--- src/rtl/issue_ctrl_pkg.sv ---
// Shared types for the issue stage.
//   issue_state_e : issue sequencer states
//   fwd_sel_e     : operand source select encoding
//   decode_pack   : decoded control pack handed over by the decoder
//   stage_occ_t   : occupant summary of a downstream stage (EXE / MEM)
package issue_ctrl_pkg;

  typedef enum logic [1:0] {
    IDLE    = 2'd0,
    MD_BUSY = 2'd1,
    DRAIN   = 2'd2,
    FLUSH   = 2'd3
  } issue_state_e;

  typedef enum logic [1:0] {
    FWD_RF  = 2'd0,
    FWD_EXE = 2'd1,
    FWD_MEM = 2'd2
  } fwd_sel_e;

  // Source operands checked per instruction (rs1, rs2).
  localparam int NUM_SRC = 2;

  typedef struct packed {
    logic [4:0] rs1;
    logic [4:0] rs2;
    logic       rs1_en;
    logic       rs2_en;
    logic       mul_en;
    logic       div_en;
    logic       fence_i;
    logic       flush_pipe;
  } decode_pack;

  typedef struct packed {
    logic       vld;
    logic       rd_en;
    logic       fwd;
    logic [4:0] rd;
  } stage_occ_t;

endpackage

--- src/rtl/issue_ctrl_hazard.sv ---
// hazard_fwd_unit: combinational RAW check for one source operand.
//   rs, rs_en : source register and its enable
//   exe, mem  : occupant summary of the EXE and MEM stages
//   fwd_sel   : 0 = regfile, 1 = EXE, 2 = MEM
//   unres     : hazard exists and cannot be covered by forwarding
// EXE is the younger producer, so an EXE match shadows a MEM match.
module hazard_fwd_unit
  import issue_ctrl_pkg::*;
#(
  parameter bit FWD_EN = 1'b1
) (
  input  logic [4:0] rs,
  input  logic       rs_en,
  input  stage_occ_t exe,
  input  stage_occ_t mem,
  output logic [1:0] fwd_sel,
  output logic       unres
);

  logic need, exe_hit, mem_hit;

  // x0 never carries a dependency.
  assign need    = rs_en && (rs != 5'd0);
  assign exe_hit = exe.vld && exe.rd_en && (exe.rd == rs);
  assign mem_hit = mem.vld && mem.rd_en && (mem.rd == rs);

  always_comb begin
    fwd_sel = FWD_RF;
    unres   = 1'b0;
    if (need && exe_hit) begin
      if (FWD_EN && exe.fwd) fwd_sel = FWD_EXE;
      else                   unres   = 1'b1;
    end else if (need && mem_hit) begin
      if (FWD_EN && mem.fwd) fwd_sel = FWD_MEM;
      else                   unres   = 1'b1;
    end
  end

endmodule

--- src/rtl/issue_ctrl.sv ---
// issue_ctrl: issue-stage sequencer between decode and execute.
//   clk, rst_n        : clock, async active-low reset
//   id_valid/id_pack  : decoded instruction and its controls
//   id_illegal        : instruction issues as a trap bubble, no hazard check
//   exe_* / mem_*     : downstream stage occupants for RAW checks
//   exe_ready         : execute stage accepts an instruction
//   md_done           : MUL/DIV result pulse
//   issue_valid       : instruction handed to EXE this cycle
//   id_stall          : hold decoder/fetch registers
//   fwd_rs1/fwd_rs2   : operand source select
//   md_start          : MUL/DIV start pulse (same cycle as issue)
//   flush_req         : one-cycle flush after a fence.i / flush_pipe drains
//   md_err            : sticky MUL/DIV timeout
module issue_ctrl
  import issue_ctrl_pkg::*;
#(
  parameter bit FWD_EN     = 1'b1,
  parameter int MD_TIMEOUT = 64
) (
  input  logic       clk,
  input  logic       rst_n,
  input  logic       id_valid,
  input  decode_pack id_pack,
  input  logic       id_illegal,
  input  logic       exe_valid,
  input  logic       exe_rd_en,
  input  logic       exe_fwd,
  input  logic [4:0] exe_rd,
  input  logic       mem_valid,
  input  logic       mem_rd_en,
  input  logic       mem_fwd,
  input  logic [4:0] mem_rd,
  input  logic       exe_ready,
  input  logic       md_done,
  output logic       issue_valid,
  output logic       id_stall,
  output logic [1:0] fwd_rs1,
  output logic [1:0] fwd_rs2,
  output logic       md_start,
  output logic       flush_req,
  output logic       md_err
);

  localparam int CW = $clog2(MD_TIMEOUT);

  issue_state_e state_q, state_d;
  logic [CW-1:0] md_cnt_q;
  logic          md_err_q;

  stage_occ_t exe_occ, mem_occ;
  logic [NUM_SRC-1:0][4:0] src_rs;
  logic [NUM_SRC-1:0]      src_en;
  logic [NUM_SRC-1:0][1:0] src_sel;
  logic [NUM_SRC-1:0]      src_unres;

  logic md_op, fl_op, issue_ok, md_tmo;

  assign exe_occ = '{vld: exe_valid, rd_en: exe_rd_en, fwd: exe_fwd, rd: exe_rd};
  assign mem_occ = '{vld: mem_valid, rd_en: mem_rd_en, fwd: mem_fwd, rd: mem_rd};

  assign src_rs = {id_pack.rs2, id_pack.rs1};
  assign src_en = {id_pack.rs2_en, id_pack.rs1_en};

  for (genvar i = 0; i < NUM_SRC; i++) begin : g_src
    hazard_fwd_unit #(.FWD_EN(FWD_EN)) u_hz (
      .rs      (src_rs[i]),
      .rs_en   (src_en[i]),
      .exe     (exe_occ),
      .mem     (mem_occ),
      .fwd_sel (src_sel[i]),
      .unres   (src_unres[i])
    );
  end

  assign md_op  = id_pack.mul_en | id_pack.div_en;
  assign fl_op  = id_pack.fence_i | id_pack.flush_pipe;
  // Illegal instructions go down as trap bubbles regardless of hazards.
  assign issue_ok = id_valid && exe_ready && (id_illegal || !(|src_unres));
  assign md_tmo   = (md_cnt_q == CW'(MD_TIMEOUT - 1));

  // State register, timeout counter and sticky error.
  always_ff @(posedge clk or negedge rst_n) begin
    if (!rst_n) begin
      state_q  <= IDLE;
      md_cnt_q <= '0;
      md_err_q <= 1'b0;
    end else begin
      state_q <= state_d;
      // Counter sits at zero outside MD_BUSY so every entry starts clean.
      if (state_q == MD_BUSY) md_cnt_q <= md_cnt_q + 1'b1;
      else                    md_cnt_q <= '0;
      // A result arriving on the timeout cycle still counts as success.
      if (state_q == MD_BUSY && !md_done && md_tmo) md_err_q <= 1'b1;
    end
  end

  always_comb begin
    state_d = state_q;
    unique case (state_q)
      IDLE: begin
        if (issue_ok && !id_illegal) begin
          if (md_op)      state_d = MD_BUSY;
          else if (fl_op) state_d = DRAIN;
        end
      end
      MD_BUSY: if (md_done || md_tmo)        state_d = IDLE;
      DRAIN:   if (!exe_valid && !mem_valid) state_d = FLUSH;
      FLUSH:                                 state_d = IDLE;
      default:                               state_d = IDLE;
    endcase
  end

  // Outputs are forced low while reset is held so a still-present decoder
  // instruction cannot leak an issue or start pulse during reset.
  always_comb begin
    issue_valid = 1'b0;
    id_stall    = 1'b0;
    md_start    = 1'b0;
    flush_req   = 1'b0;
    fwd_rs1     = FWD_RF;
    fwd_rs2     = FWD_RF;
    md_err      = md_err_q;
    if (rst_n) begin
      fwd_rs1 = src_sel[0];
      fwd_rs2 = src_sel[1];
      unique case (state_q)
        IDLE: begin
          issue_valid = issue_ok;
          md_start    = issue_ok && !id_illegal && md_op;
          id_stall    = id_valid && !issue_ok;
        end
        MD_BUSY, DRAIN: id_stall = 1'b1;
        FLUSH: begin
          id_stall  = 1'b1;
          flush_req = 1'b1;
        end
        default: id_stall = 1'b1;
      endcase
    end
  end

endmodule

--- config.mk ---
export PLATFORM = sky130hd
export DESIGN_NAME = issue_ctrl
export DESIGN_NICKNAME = d
export VERILOG_FILES = /design/src/rtl/issue_ctrl_pkg.sv /design/src/rtl/issue_ctrl_hazard.sv /design/src/rtl/issue_ctrl.sv
export SDC_FILE = /design/constraint.sdc
export NUM_CORES = 1
export LEC_CHECK = 0
export ABC_AREA = 1
export CORE_ASPECT_RATIO = 1.4
export CORE_MARGIN = 2
export CORE_UTILIZATION = 45
export CTS_CLUSTER_DIAMETER = 80
export DETAILED_ROUTE_END_ITERATION = 10
export MAX_ROUTING_LAYER = met4
export PLACE_DENSITY = 0.91
export SETUP_SLACK_MARGIN = 0.3
export SLEW_MARGIN = 40
export SYNTH_ARGS = -nofsm -noshare
export SYNTH_HDL_FRONTEND = slang
export SYNTH_SLANG_ARGS = --single-unit
export TNS_END_PERCENT = 10
--- constraint.sdc ---
create_clock -name clk -period 3.08 [get_ports clk]
set_input_delay 0.616 -clock clk [delete_from_list [all_inputs] [get_ports clk]]
set_output_delay 0.616 -clock clk [all_outputs]
set_load 0.02 [all_outputs]
## Yosys cells after proc, flatten, opt, wreduce, memory -nomap -nowiden

Index checks and enable logic that the tools add are counted.

- Register bits after elaboration: 9
- Input port bits: 38
- Output and inout port bits: 9
- Word-level logic and storage cells: 81

- Add/subtract/negate cells: 1
- Equality and inequality tests: 12
- Muxes and demuxes: 29
- Bitwise operators: 2
- Reduce and logical (&&, ||, !) cells: 34

Operators with widths:

| kind | number |
|---|---|
| 2-bit 2-to-1 mux | 12 |
| 5-bit equality test | 4 |
| 1-bit logical AND | 20 |
| 1-bit 2-to-1 mux | 14 |
| 5-bit nonzero test | 2 |
| 2-bit case mux with 4 select lines | 1 |
| 6-bit by 1-bit adder with 6-bit output, second input constant | 1 |
| 6-bit equality test, second input constant | 1 |
| 1-bit logical NOT | 6 |
| 6-bit 2-to-1 mux | 1 |
| 2-bit equality test, second input constant | 2 |
| 2-bit != test, second input constant | 2 |
| 4-bit AND reduction | 1 |
| 3-bit != test, second input constant | 1 |
| 3-bit OR reduction | 1 |
| 2-bit by 1-bit equality test with 1-bit output, second input constant | 1 |
| 2-bit logical NOT | 1 |
| 1-bit logical OR | 2 |
| 2-bit by 1-bit != test with 1-bit output, second input constant | 1 |
| 1-bit bitwise OR | 2 |
| 1-bit case mux with 2 select lines | 1 |
| 2-bit OR reduction | 1 |

## Logic depth before layout (Yosys ltp)

Gate-level depths: netlist of the first run.

- Depth after elaboration: 13
- Gate-level depth with buffers: 14
- Gate-level depth less buffers: 14

## By module

A second synthesis of the first run with hierarchy kept.

- Cells, all modules: 203
- Area, all modules: 1126.1 µm²

By module, submodules not included:

| module | times used | cells an instance | area an instance (µm²) | seq. area each (µm²) |
|---|---|---|---|---|
| hazard_fwd_unit | 2 | 62 | 281.5 | 0.0 |
| issue_ctrl | 1 | 79 | 563.0 | 225.2 |

## Least setup slack after synthesis of the first run

OpenSTA, ideal clock, no wires.

- Kind: input to output
- Start point: input port exe_rd[2]
- End point: output port fwd_rs1[0]
- Arrival time: 1.638 ns
- Setup slack: 0.826 ns
- Stages on the path: 6
- Path buffers: 0
- Path through: inv_2 > nand2_1 > nand2_1 > nor3b_1 > nand4_1 > nor4_1

- Cells in the longest elaborated chain, start to end: 5

Ends and longest elaborated chain:

| element | line | RTL |
|---|---|---|
| start: declaration | issue_ctrl.sv:28 | `input logic [4:0] exe_rd,` |
| 5-bit equality test | issue_ctrl_hazard.sv:24 | `assign exe_hit = exe.vld && exe.rd_en && (exe.rd == rs);` |
| 1-bit logical AND | issue_ctrl_hazard.sv:24 |  |
| 1-bit logical AND | issue_ctrl_hazard.sv:30 | `if (need && exe_hit) begin` |
| 2-bit 2-to-1 mux | issue_ctrl_hazard.sv:30 |  |
| 2-bit 2-to-1 mux | issue_ctrl.sv:123 | `if (rst_n) begin` |
| end: declaration | issue_ctrl.sv:37 | `output logic [1:0] fwd_rs1,` |

Every way passes these cells.

## Worst setup path in the final report of the first run

- Start point: input port id_pack[4] in the netlist's numbering
- End point: output port id_stall

- Cells in the longest elaborated chain, start to end: 12

Ends and longest elaborated chain:

| element | line | RTL |
|---|---|---|
| start: declaration | issue_ctrl.sv:23 | `input decode_pack id_pack,` |
| 1-bit logical AND (*) | issue_ctrl_hazard.sv:23 | `assign need = rs_en && (rs != 5'd0);` |
| 1-bit logical AND | issue_ctrl_hazard.sv:33 | `end else if (need && mem_hit) begin` |
| 1-bit 2-to-1 mux | issue_ctrl_hazard.sv:33 |  |
| 1-bit 2-to-1 mux (*) | issue_ctrl_hazard.sv:30 |  |
| 2-bit OR reduction (*) | issue_ctrl.sv:78 | `assign issue_ok = id_valid && exe_ready && (id_illegal \|\| !(\|src_unres));` |
| 1-bit logical NOT (*) | issue_ctrl.sv:78 |  |
| 1-bit logical OR (*) | issue_ctrl.sv:78 |  |
| 1-bit logical AND (*) | issue_ctrl.sv:78 |  |
| 1-bit logical NOT (*) | issue_ctrl.sv:130 | `id_stall = id_valid && !issue_ok;` |
| 1-bit logical AND (*) | issue_ctrl.sv:130 |  |
| 1-bit case mux with 2 select lines (*) | issue_ctrl.sv:126 | `unique case (state_q)` |
| 1-bit 2-to-1 mux (*) | issue_ctrl.sv:123 |  |
| end: declaration | issue_ctrl.sv:36 | `output logic id_stall,` |

Every way passes the cells marked *; elsewhere a longest branch is shown, timed or not.

==> results of run 1 <==
area by class of cell:
type	count	area share (%)
multi-input combinational	145	42.13
clock buffer	4	1.489
tap	22	1.560
sequential	9	12.77
inverter	38	8.085
timing repair buffer	65	33.97
cell families (layout without fill, tap and decap cells):
| family | count (synthesis) | count (layout) | synth area share [%] |
|---|---|---|---|
| adder cells (fa/ha/maj) | 1 | 1 | 1.176 |
| AO/OA/AOI/OAI | 18 | 18 | 9.647 |
| AND/OR/NAND/NOR | 122 | 122 | 51.30 |
| flip-flops | 9 | 9 | 21.18 |
| XOR/XNOR | 4 | 4 | 3.295 |
| buffers and inverters | 38 | 107 | 13.41 |
metrics by stage:
stage | utilization [%] | instances | hold WS (ns) | setup slack, ns | total power, mW
6_report | 80.11 | 283 | 0.4807 | 0.3609 | 0.5376
5_1_grt | 80.11 | 283 | 0.4949 | 0.2848 | 0.5812
4_1_cts | 76.53 | 281 | 0.4829 | 0.1976 | 0.5314
3_5_place_dp | 76.25 | 277 | 0.4713 | -0.3203 | 0.4435
3_3_place_gp | 76.25 | 277 | 0.4553 | -0.2635 | 0.4379
2_1_floorplan | - | 192 | 0.3204 | 0.8262 | 0.3163
power by group through the flow:
| stage | Clock, mW | Combinational, mW | Sequential (mW) |
|---|---|---|---|
| after CTS | 0.0900 | 0.279 | 0.162 |
| final | 0.0876 | 0.287 | 0.163 |
| after global placement | 0 | 0.276 | 0.162 |
| after detailed placement | 0 | 0.280 | 0.164 |
| after global routing | 0.0977 | 0.318 | 0.165 |
| after floorplan | 0 | 0.158 | 0.159 |
routing by layer:
layer,vias up,GRT usage [%]
li1,744,-
met1,636,27.52
met2,45,51.63
met3,8,1.760
met4,0,13.45
met5,-,-
registers in the layout, summed over array words and instances, names as in the netlist:
register / count
md_err: 1
state_q: 2
md_cnt_q: 6
timing repair:
| action | CTS | global route |
|---|---|---|
| setup endpoints to repair | 7 | 7 |
| hold buffers | 0 | 0 |
| gates resized for setup | 37 | 40 |
| buffers inserted | 0 | 2 |
| hold endpoints to repair | 0 | 0 |
| pin swaps | 4 | 17 |
| gates cloned | 0 | 0 |
critical path, delay by kind of cell:
| kind | cells | cell delay, ns |
|---|---|---|
| AOI/OAI and AO/OA | 1 | 0.15 |
| and+or+nand+nor | 8 | 0.63 |
| buffers and inverters | 3 | 0.71 |
how the worst min path moves through the flow:
stage                startpoint          end  cells after the start
global route        md_cnt_q[0]  md_cnt_q[0]                      1
detailed placement  md_cnt_q[0]  md_cnt_q[0]                      1
finish              md_cnt_q[0]  md_cnt_q[0]                      1
floorplan                 rst_n  md_cnt_q[0]                      0
global placement    md_cnt_q[0]  md_cnt_q[0]                      1
CTS                 md_cnt_q[0]  md_cnt_q[0]                      1
placed cells by master, fill, tap and decap left out, drive strengths merged, types with 2 or more instances in the layout:
| cell | netlist | layout |
|---|---|---|
| a21oi | 10 | 10 |
| buf | 0 | 23 |
| clkbuf | 0 | 8 |
| clkdlybuf4s15 | 0 | 2 |
| clkdlybuf4s50 | 0 | 15 |
| dfrtp | 9 | 9 |
| dlygate4sd2 | 0 | 6 |
| dlymetal6s2s | 0 | 15 |
| inv | 38 | 38 |
| nand2 | 61 | 61 |
| nand3 | 11 | 11 |
| nand4 | 8 | 8 |
| nor2 | 29 | 29 |
| nor3 | 7 | 7 |
| nor4 | 2 | 2 |
| o21ai | 5 | 5 |
| xnor2 | 2 | 2 |
| xor2 | 2 | 2 |
==> results.yml, run 1 <==
finish:
  seq_area_sq_um: 225.2
  layout.nets: 301
  fillCellCount: 153
  stdcell_area_sq_mm: 0.001764
  drive_above_1_share_pct: 23.75
  diodes: 0
  multiInputGateArea_sq_um: 743.2
  areaGrowthSynthToFinish_pct: 65.88
global_routing:
  grt_max_degree: 12
  grt_pass1_wl_um: 5395
  antenna_found_initial: 0
  grt_overflow: 0
  grt_pass1_vias: 1347
  grtUsageTotal_pct: 27.32
routing:
  route.met2.wl_um: 1891
  drt_pass1_iterations: 4
  remaining_drc_errors: 0
  ant_nets: 0
  drt-initial-drc-count: 48
  wl_met3_um: 164
  routed_wl_um: 3500
  vias: 1433
  wl_per_cell_um: 12.37
  viasPerCell: 5.064
  top_layer_used: "met4"
  m1WireLength_um: 1354
worst_setup_path:
  startpoint: "id_pack[4]"
  worstSetupPathType: "in2out"
  crit_path_start_kind: "primary input"
  cp.required_ns: 2.46
  worstReg2RegEnd: "state_q[1]"
  rr_worst_depth: 11
  endpoint_kind: "output port"
  reg2reg_slack_ns: 1.50
  crit_end: "id_stall"
  crit_top_cell: "nand2_1"
  path_cells: "clkdlybuf4s50_1 -> nand2_2 -> inv_1 -> nand4_1 -> nand2_2 -> nand2_2 -> nand2_1 -> nand2_1 -> nand2_1 -> nand2_1 -> a21oi_2 -> buf_6"
  arrival_ns: 2.10
  reg2reg_from: "md_cnt_q[0]"
  worst_path_largest_cell_delay_ns: 0.50
  critPathMaxFanout: 3
  cpMaxStageDelayCell: "clkdlybuf4s50_1"
place:
  place_hpwl_um: 2803
  place_area_sq_mm: 0.001679
  globalplace.congestion: 0.9009
  port_buffers: 46
power:
  power_frac_seq_pct: 30.4
  power_frac_clock_pct: 16.3
  comb_power_share_pct: 53.3
  switching_power_mw: 0.2227
  p_leak_nw: 1.041
  irDropWorstVdd_uv: 377.8
  p_int_mw: 0.3149
  switching_share_pct: 41.42
  power.density_mw_per_mm2: 304.7
sta:
  tns_ns: 0
  min_period_over_period_pct: 88.28
  worst_pin_slew_ns: 0.3683
  setup_viol: 0
  slew-limit-headroom_pct: 75.36
  max_freq_ghz: 0.3678
  clock_skew_ns: 0.004288
  drv_slew: 0
  hold_violations: 0
  min_period_ns: 2.719
  rsz0062_at_grt: "no"
synth:
  synth_fp_nets: 231
  syn_area_per_cell_sq_um: 5.539
  synthDominantCellAreaShare_pct: 21.18
  synthTopCellsByArea: "dfrtp_1 (21%), nand2_1 (21%), inv_1 (12%), nor2_1 (9.5%), nand3_1 (4.7%)"
  synth_edf_count: 0
  ys_ff_latch: 9
  yosysMostFrequentCell: "nand2_1"
  synth.cell_area_sq_mm: 0.001064
  synth_warnings: 0
  synth_common_cells: "nand2_1 (59), inv_1 (34), nor2_1 (27)"
  synth_cell_types: 28
  synthCells: 192
  ys_seq_area_share_pct: 21.18
  yosys.area.top_type: "dfrtp_1"
  synth_flop_cell: "dfrtp_1"
  synthArstFlopShare_pct: 100.0
clocking:
  cts_tree: "done"
  ctsLongestPathBuffers: 2
  htreeDepth: 1
  clkSinkCount: 9
  cts-root-buf: "clkbuf_4"
  path_clk_slew_ns: 0.05
  numCtsBuffers: 3
  clk_latency_ns: 0.26
hold_path:
  hp-class: "reg2reg"
outcome:
  status: "finished, final reports clean"
floorplanning:
  initial_utilization_pct: 48.30
  fp.dieH_um: 61.52
  pin_count: 47
  die_w_um: 45.09
  die-area_sq_mm: 0.002774
  coreArea_sq_mm: 0.002202
  rows: 20
flow_run:
  cap_violations: 0
Note: power is estimated with default switching activity, not from simulation.
==> run 2: changes to the inputs <==
--- a/config.mk
+++ b/config.mk
@@ -5,10 +5,10 @@
 export SDC_FILE = /design/constraint.sdc
 export NUM_CORES = 1
 export LEC_CHECK = 0
-export ABC_AREA = 1
+export CAP_MARGIN = 5
 export CORE_ASPECT_RATIO = 1.4
 export CORE_MARGIN = 2
-export CORE_UTILIZATION = 45
+export CORE_UTILIZATION = 41
 export CTS_CLUSTER_DIAMETER = 80
 export DETAILED_ROUTE_END_ITERATION = 10
 export MAX_ROUTING_LAYER = met4
@@ -18,4 +18,4 @@
 export SYNTH_ARGS = -nofsm -noshare
 export SYNTH_HDL_FRONTEND = slang
 export SYNTH_SLANG_ARGS = --single-unit
-export TNS_END_PERCENT = 10
+export TNS_END_PERCENT = 30
==> run 2 against run 1 <==
Effect of this change: critical path depth shrank 6; combinational power decreased by 25%; sequential cell count did not move; sequential power shrank 13%; global-route usage rose by 1.8 points; cell count down 30%; critical endpoint is now fwd_rs2[1].
==> results.yml, run 2 <==
synth:
  synth_edf_count: 0
  synthMuxAreaShare_pct: 0
  synthArstFlopShare_pct: 100.0
  synth-adder-area-share_pct: 1.484
  synth_flop_cell: "dfrtp_1"
  synth_warnings: 0
  yosys.area.top_type: "dfrtp_1"
  ys_seq_area_share_pct: 26.71
  synth_compound_area_share_pct: 14.39
  synth_cell_types: 29
  synth_top_family_by_area: "simple AND/OR/NAND/NOR gates"
  synthTopCellsByArea: "dfrtp_1 (27%), xnor2_1 (17%), xor2_1 (7.3%), nor2_1 (5.8%), or4_1 (4.5%)"
  synth.cell_area_sq_um: 843.3
  synth-xor-area-share_pct: 23.89
  synthCells: 100
  synth_common_cells: "xnor2_1 (16), nor2_1 (13), dfrtp_1 (9)"
  synth_fp_nets: 139
  ys_ff_latch: 9
  syn_area_per_cell_sq_um: 8.433
  yosysMostFrequentCell: "xnor2_1"
  synthDominantCellAreaShare_pct: 26.71
  synthSimpleGateAreaFrac_pct: 33.09
clocking:
  clk_latency_ns: 0.27
  path_clk_slew_ns: 0.06
  clkSinkCount: 9
  htreeDepth: 1
  hold_buffers: 0
  cts_tree: "done"
  cts-root-buf: "clkbuf_4"
  numCtsBuffers: 3
  ctsLongestPathBuffers: 2
floorplanning:
  die-area_sq_mm: 0.002441
  pin_count: 47
  fp.dieH_um: 57.66
  coreArea_sq_mm: 0.001949
  die_w_um: 42.33
  initial_utilization_pct: 43.26
  rows: 19
sta:
  hold_violations: 0
  worst_pin_slew_ns: 0.3221
  slew-limit-headroom_pct: 78.35
  clock_skew_ns: 0.002476
  rsz0062_at_grt: "yes"
  min_period_over_period_pct: 99.21
  min_period_ns: 3.056
  tns_ns: 0
  drv_slew: 0
  setup_viol: 0
  max_freq_ghz: 0.3273
worst_setup_path:
  worstReg2RegEnd: "state_q[0]"
  crit_cells: 6
  worstSetupPathType: "in2out"
  rr_worst_depth: 4
  reg2reg_slack_ns: 1.60
  reg2reg_from: "state_q[0]"
  cpMaxStageDelayCell: "clkdlybuf4s50_1"
  crit_buf_inv: 2
  cp.required_ns: 2.46
  worst_path_largest_cell_delay_ns: 0.48
  endpoint_kind: "output port"
  arrival_ns: 2.44
  critPathMaxFanout: 2
  path_cells: "clkdlybuf4s50_1 -> xnor2_1 -> nand4_1 -> nor4_2 -> and4_1 -> clkdlybuf4s15_1"
  startpoint: "mem_rd[4]"
  cp_top_family: "buffers and inverters"
  crit_path_start_kind: "primary input"
  crit_end: "fwd_rs2[1]"
finish:
  largest_reg_flops: 6
  final_cells: 197
  layout_common_cells: "buf_4 (26), clkdlybuf4s50_1 (20), nor2_1 (11), xnor2_1 (10), dfrtp_1 (9)"
  drive_above_1_share_pct: 39.77
  areaGrowthSynthToFinish_pct: 98.96
  final_common_cell: "buf_4"
  layout.nets: 216
  top_register: "md_cnt_q"
  fillCellCount: 95
  diodes: 0
  utilization_pct: 86.07
routing:
  remaining_drc_errors: 0
  routed_wl_um: 3805
  viasPerCell: 5.888
  wl_per_cell_um: 19.31
  ant_nets: 0
  drt-initial-drc-count: 31
  vias: 1160
  drt_pass1_iterations: 4
global_routing:
  grt_pass1_wl_um: 5244
  grtUsageTotal_pct: 29.12
  grt_max_degree: 15
  grt_pass1_vias: 1202
  grt_overflow: 0
  antenna_found_initial: 0
power:
  power.density_mw_per_mm2: 270.8
  p_leak_nw: 0.7281
  power_mw: 0.4544
  irDropWorstVdd_uv: 164.8
flow_run:
  cap_violations: 0
outcome:
  status: "finished, final reports clean"
hold_path:
  hp-class: "reg2reg"
place:
  place_hpwl_um: 2470
  port_buffers: 46
  globalplace.congestion: 0.9926
  placed_cells: 185
[run 2: cell count changes after synthesis, moves of 5 or more]
cell,previous run,this run
xnor2_1,2,16
inv_1,34,1
or4_1,0,5
xor2_1,2,7
nand3_1,10,4
a21oi_1,9,4
nor3_1,6,1
nor2_1,27,13
nand2_1,59,6
[run 2: power breakdown]
group	leakage [nW]	internal [mW]	switching [mW]
Sequential	0.124	0.129	0.0126
Clock	0.0150	0.0503	0.0471
Combinational	0.589	0.114	0.101
Total	0.728	0.294	0.161
[run 2: repair_timing]
action                                  CTS  global route
cloned                                    0             0
pin swaps                                18            14
resized for setup                        83            37
buffers inserted                          4             4
endpoints found under the setup margin    7             7
endpoints found under the hold margin     0             0
[run 2: metal layers]
metal,vias up,GRT usage [%],share of wire (%)
met5,-,-,0
met2,78,57.14,56
met1,533,25.64,36
met4,0,14.73,3.5
met3,15,4.984,5.0
li1,534,-,-
[run 2: worst min-delay path by stage]
stage               cells past startpoint  slack [ns]         from     endpoint
floorplan                               0        0.32        rst_n  md_cnt_q[0]
global placement                        1        0.45  md_cnt_q[0]  md_cnt_q[0]
detailed placement                      1        0.46  md_cnt_q[0]  md_cnt_q[0]
CTS                                     1        0.48  md_cnt_q[0]  md_cnt_q[0]
global route                            1        0.50       md_err       md_err
finish                                  1        0.49  md_cnt_q[0]  md_cnt_q[0]
[run 2: metrics by stage]
stage | instance area, sq um | worst slack [ns] | hold slack [ns]
after floorplan | 845.8 | 0.3636 | 0.3204
after global placement | 1468 | -0.7231 | 0.4474
after detailed placement | 1468 | -0.7496 | 0.4611
after CTS | 1538 | 0.03518 | 0.4782
after global routing | 1678 | -0.09640 | 0.5037
final | 1678 | 0.02425 | 0.4948
[run 2: logic make-up (layout without fill, tap and decap cells)]
kind of cell             after synthesis  in the layout
flip-flops                             9              9
buffers and inverters                  1             77
AO/OA/AOI/OAI                         17             17
XOR/XNOR                              23             23
adder cells (fa/ha/maj)                1              1
AND/OR/NAND/NOR                       49             49
[run 2: final cells by class]
class / count / area, sq um / share of cell area (%)
Inverter: 1 / 3.754 / 0.2237
Sequential cell: 9 / 225.2 / 13.42
Tap cell: 21 / 26.28 / 1.566
Clock buffer: 4 / 26.28 / 1.566
Timing Repair Buffer: 72 / 640.6 / 38.18
Multi-Input combinational cell: 90 / 755.7 / 45.04
==> run 3: changes to the inputs <==
--- a/config.mk
+++ b/config.mk
@@ -12,7 +12,7 @@
 export CTS_CLUSTER_DIAMETER = 80
 export DETAILED_ROUTE_END_ITERATION = 10
 export MAX_ROUTING_LAYER = met4
-export PLACE_DENSITY = 0.91
+export PLACE_DENSITY = 0.89
 export SETUP_SLACK_MARGIN = 0.3
 export SLEW_MARGIN = 40
 export SYNTH_ARGS = -nofsm -noshare
==> run 3 against run 2 <==
Effect of this change: register-to-register slack improved by 0.05 ns; sequential cell count did not move; first-iteration DRC count rose by 16%; cell count fell by 1.0%; sequential share of layout area rose by 0.57 points; clock skew fell by 0.0012 ns; count of clock-buffer cells in the layout did not move; global-route usage fell by 2.0 points; total power fell by 7.0%; critical path type unchanged.
==> results.yml, run 3 (synthesized netlist as in run 2, its figures left out) <==
outcome:
  status: "finished, final reports clean"
routing:
  drt-initial-drc-count: 36
  drt_pass1_iterations: 4
  routed_wl_um: 3275
  vias: 1136
  remaining_drc_errors: 0
  viasPerCell: 5.826
  ant_nets: 0
  wl_per_cell_um: 16.79
power:
  p_leak_nw: 0.6935
  power.density_mw_per_mm2: 262.5
  irDropWorstVdd_uv: 170.8
place:
  place_hpwl_um: 2515
  globalplace.congestion: 0.9713
  placed_cells: 187
  port_buffers: 46
sta:
  min_period_over_period_pct: 98.12
  slew-limit-headroom_pct: 79.03
  rsz0062_at_grt: "yes"
  timing.hold.ws_ns: 0.4700
  clock_skew_ns: 0.001262
  setup_viol: 0
  min_period_ns: 3.022
  hold_violations: 0
  max_freq_ghz: 0.3309
  drv_slew: 0
  worst_pin_slew_ns: 0.3117
clocking:
  clkSinkCount: 9
  ctsLongestPathBuffers: 2
  htreeDepth: 1
  hold_buffers: 0
  cts_tree: "done"
  numCtsBuffers: 3
  cts-root-buf: "clkbuf_4"
  clk_latency_ns: 0.25
  path_clk_slew_ns: 0.06
finish:
  layout_common_cells: "buf_4 (23), clkdlybuf4s50_1 (20), xnor2_1 (12), nor2_1 (11)"
  fillCellCount: 112
  areaGrowthSynthToFinish_pct: 90.80
  final_cells: 195
  diodes: 0
  top_register: "md_cnt_q"
  final_common_cell: "buf_4"
  drive_above_1_share_pct: 37.36
  layout.nets: 214
  largest_reg_flops: 6
global_routing:
  grt_pass1_vias: 1157
  grt_pass1_wl_um: 5009
  grtUsageTotal_pct: 27.10
  antenna_found_initial: 0
  grt_overflow: 0
  grt_max_degree: 15
hold_path:
  hp-class: "reg2reg"
  min_path_cells: 1
floorplanning:
  rows: 19
  coreArea_sq_mm: 0.001949
  fp.dieH_um: 57.66
  die_w_um: 42.33
  pin_count: 47
  die-area_sq_mm: 0.002441
  initial_utilization_pct: 43.26
worst_setup_path:
  worstSetupPathType: "in2out"
  cp.required_ns: 2.46
  crit_path_start_kind: "primary input"
  arrival_ns: 2.41
  critPathMaxFanout: 3
  rr_worst_depth: 4
  reg2reg_slack_ns: 1.65
  endpoint_kind: "output port"
flow_run:
  cap_violations: 0
-- run 3: cell types whose count changed in the layout (fill, tap and decap cells not counted), moves of 2 or more --
cell and change:
dlygate4sd2_1 +2, xnor2_2 -2, buf_4 -3, xnor2_1 +2, buf_6 -2, buf_2 +5
-- run 3: layout make-up --
cell class / count / area (sq um) / area share (%)
timing repair buffer: 70 / 594.3 / 36.94
sequential: 9 / 225.2 / 14.00
multi-input combinational: 90 / 733.2 / 45.57
clock buffer: 4 / 26.28 / 1.633
inverter: 1 / 3.754 / 0.2333
tap: 21 / 26.28 / 1.633
-- run 3: repair_timing --
action,CTS,global route
endpoints found under the setup margin,7,8
pin swaps,19,13
resized for setup,96,14
buffers inserted,4,0
-- run 3: layer usage --
layer  global-route usage (%)  part of all wire [%]
met4                    10.27                   4.7
met1                    27.50                    35
met5                        -                     0
met2                    52.09                    55
met3                    2.804                   5.3
-- run 3: where the power goes --
group	total (mW)	internal (mW)	switching, mW
combinational	0.192	0.101	0.0911
sequential	0.142	0.129	0.0129
clock	0.0888	0.0498	0.0390
total	0.422	0.279	0.143
-- run 3: worst max-delay path, cell delays in order --
cell      delay (ns)
buf_8           0.10
buf_6           0.12
xnor2_4         0.18
nand4b_1        0.13
or4_4           0.54
a22oi_2         0.30
o22ai_2         0.11
o21a_1          0.19
buf_6           0.13
-- run 3: path summary, 6_finish.rpt --
path	start	end
max	id_pack[13]	id_stall
min	md_err	md_err
max reg2reg	state_q[0]	state_q[0]
min reg2reg	md_err	md_err
max in group asynchronous	rst_n	md_cnt_q[4]
min in group asynchronous	rst_n	md_cnt_q[5]
-- run 3: stage by stage --
stage / total power [mW] / TNS (ns) / instance area (sq um) / util (%) / setup slack, ns
6_report: 0.4224 / 0 / 1609 / 82.54 / 0.05786
3_3_place_gp: 0.3108 / -3.764 / 1483 / 76.06 / -0.7034
4_1_cts: 0.4117 / 0 / 1598 / 81.96 / 0.03513
2_1_floorplan: 0.2082 / 0 / 845.8 / - / 0.3636
3_5_place_dp: 0.3164 / -4.147 / 1483 / 76.06 / -0.7619
5_1_grt: 0.4410 / -0.001344 / 1609 / 82.54 / -0.001344
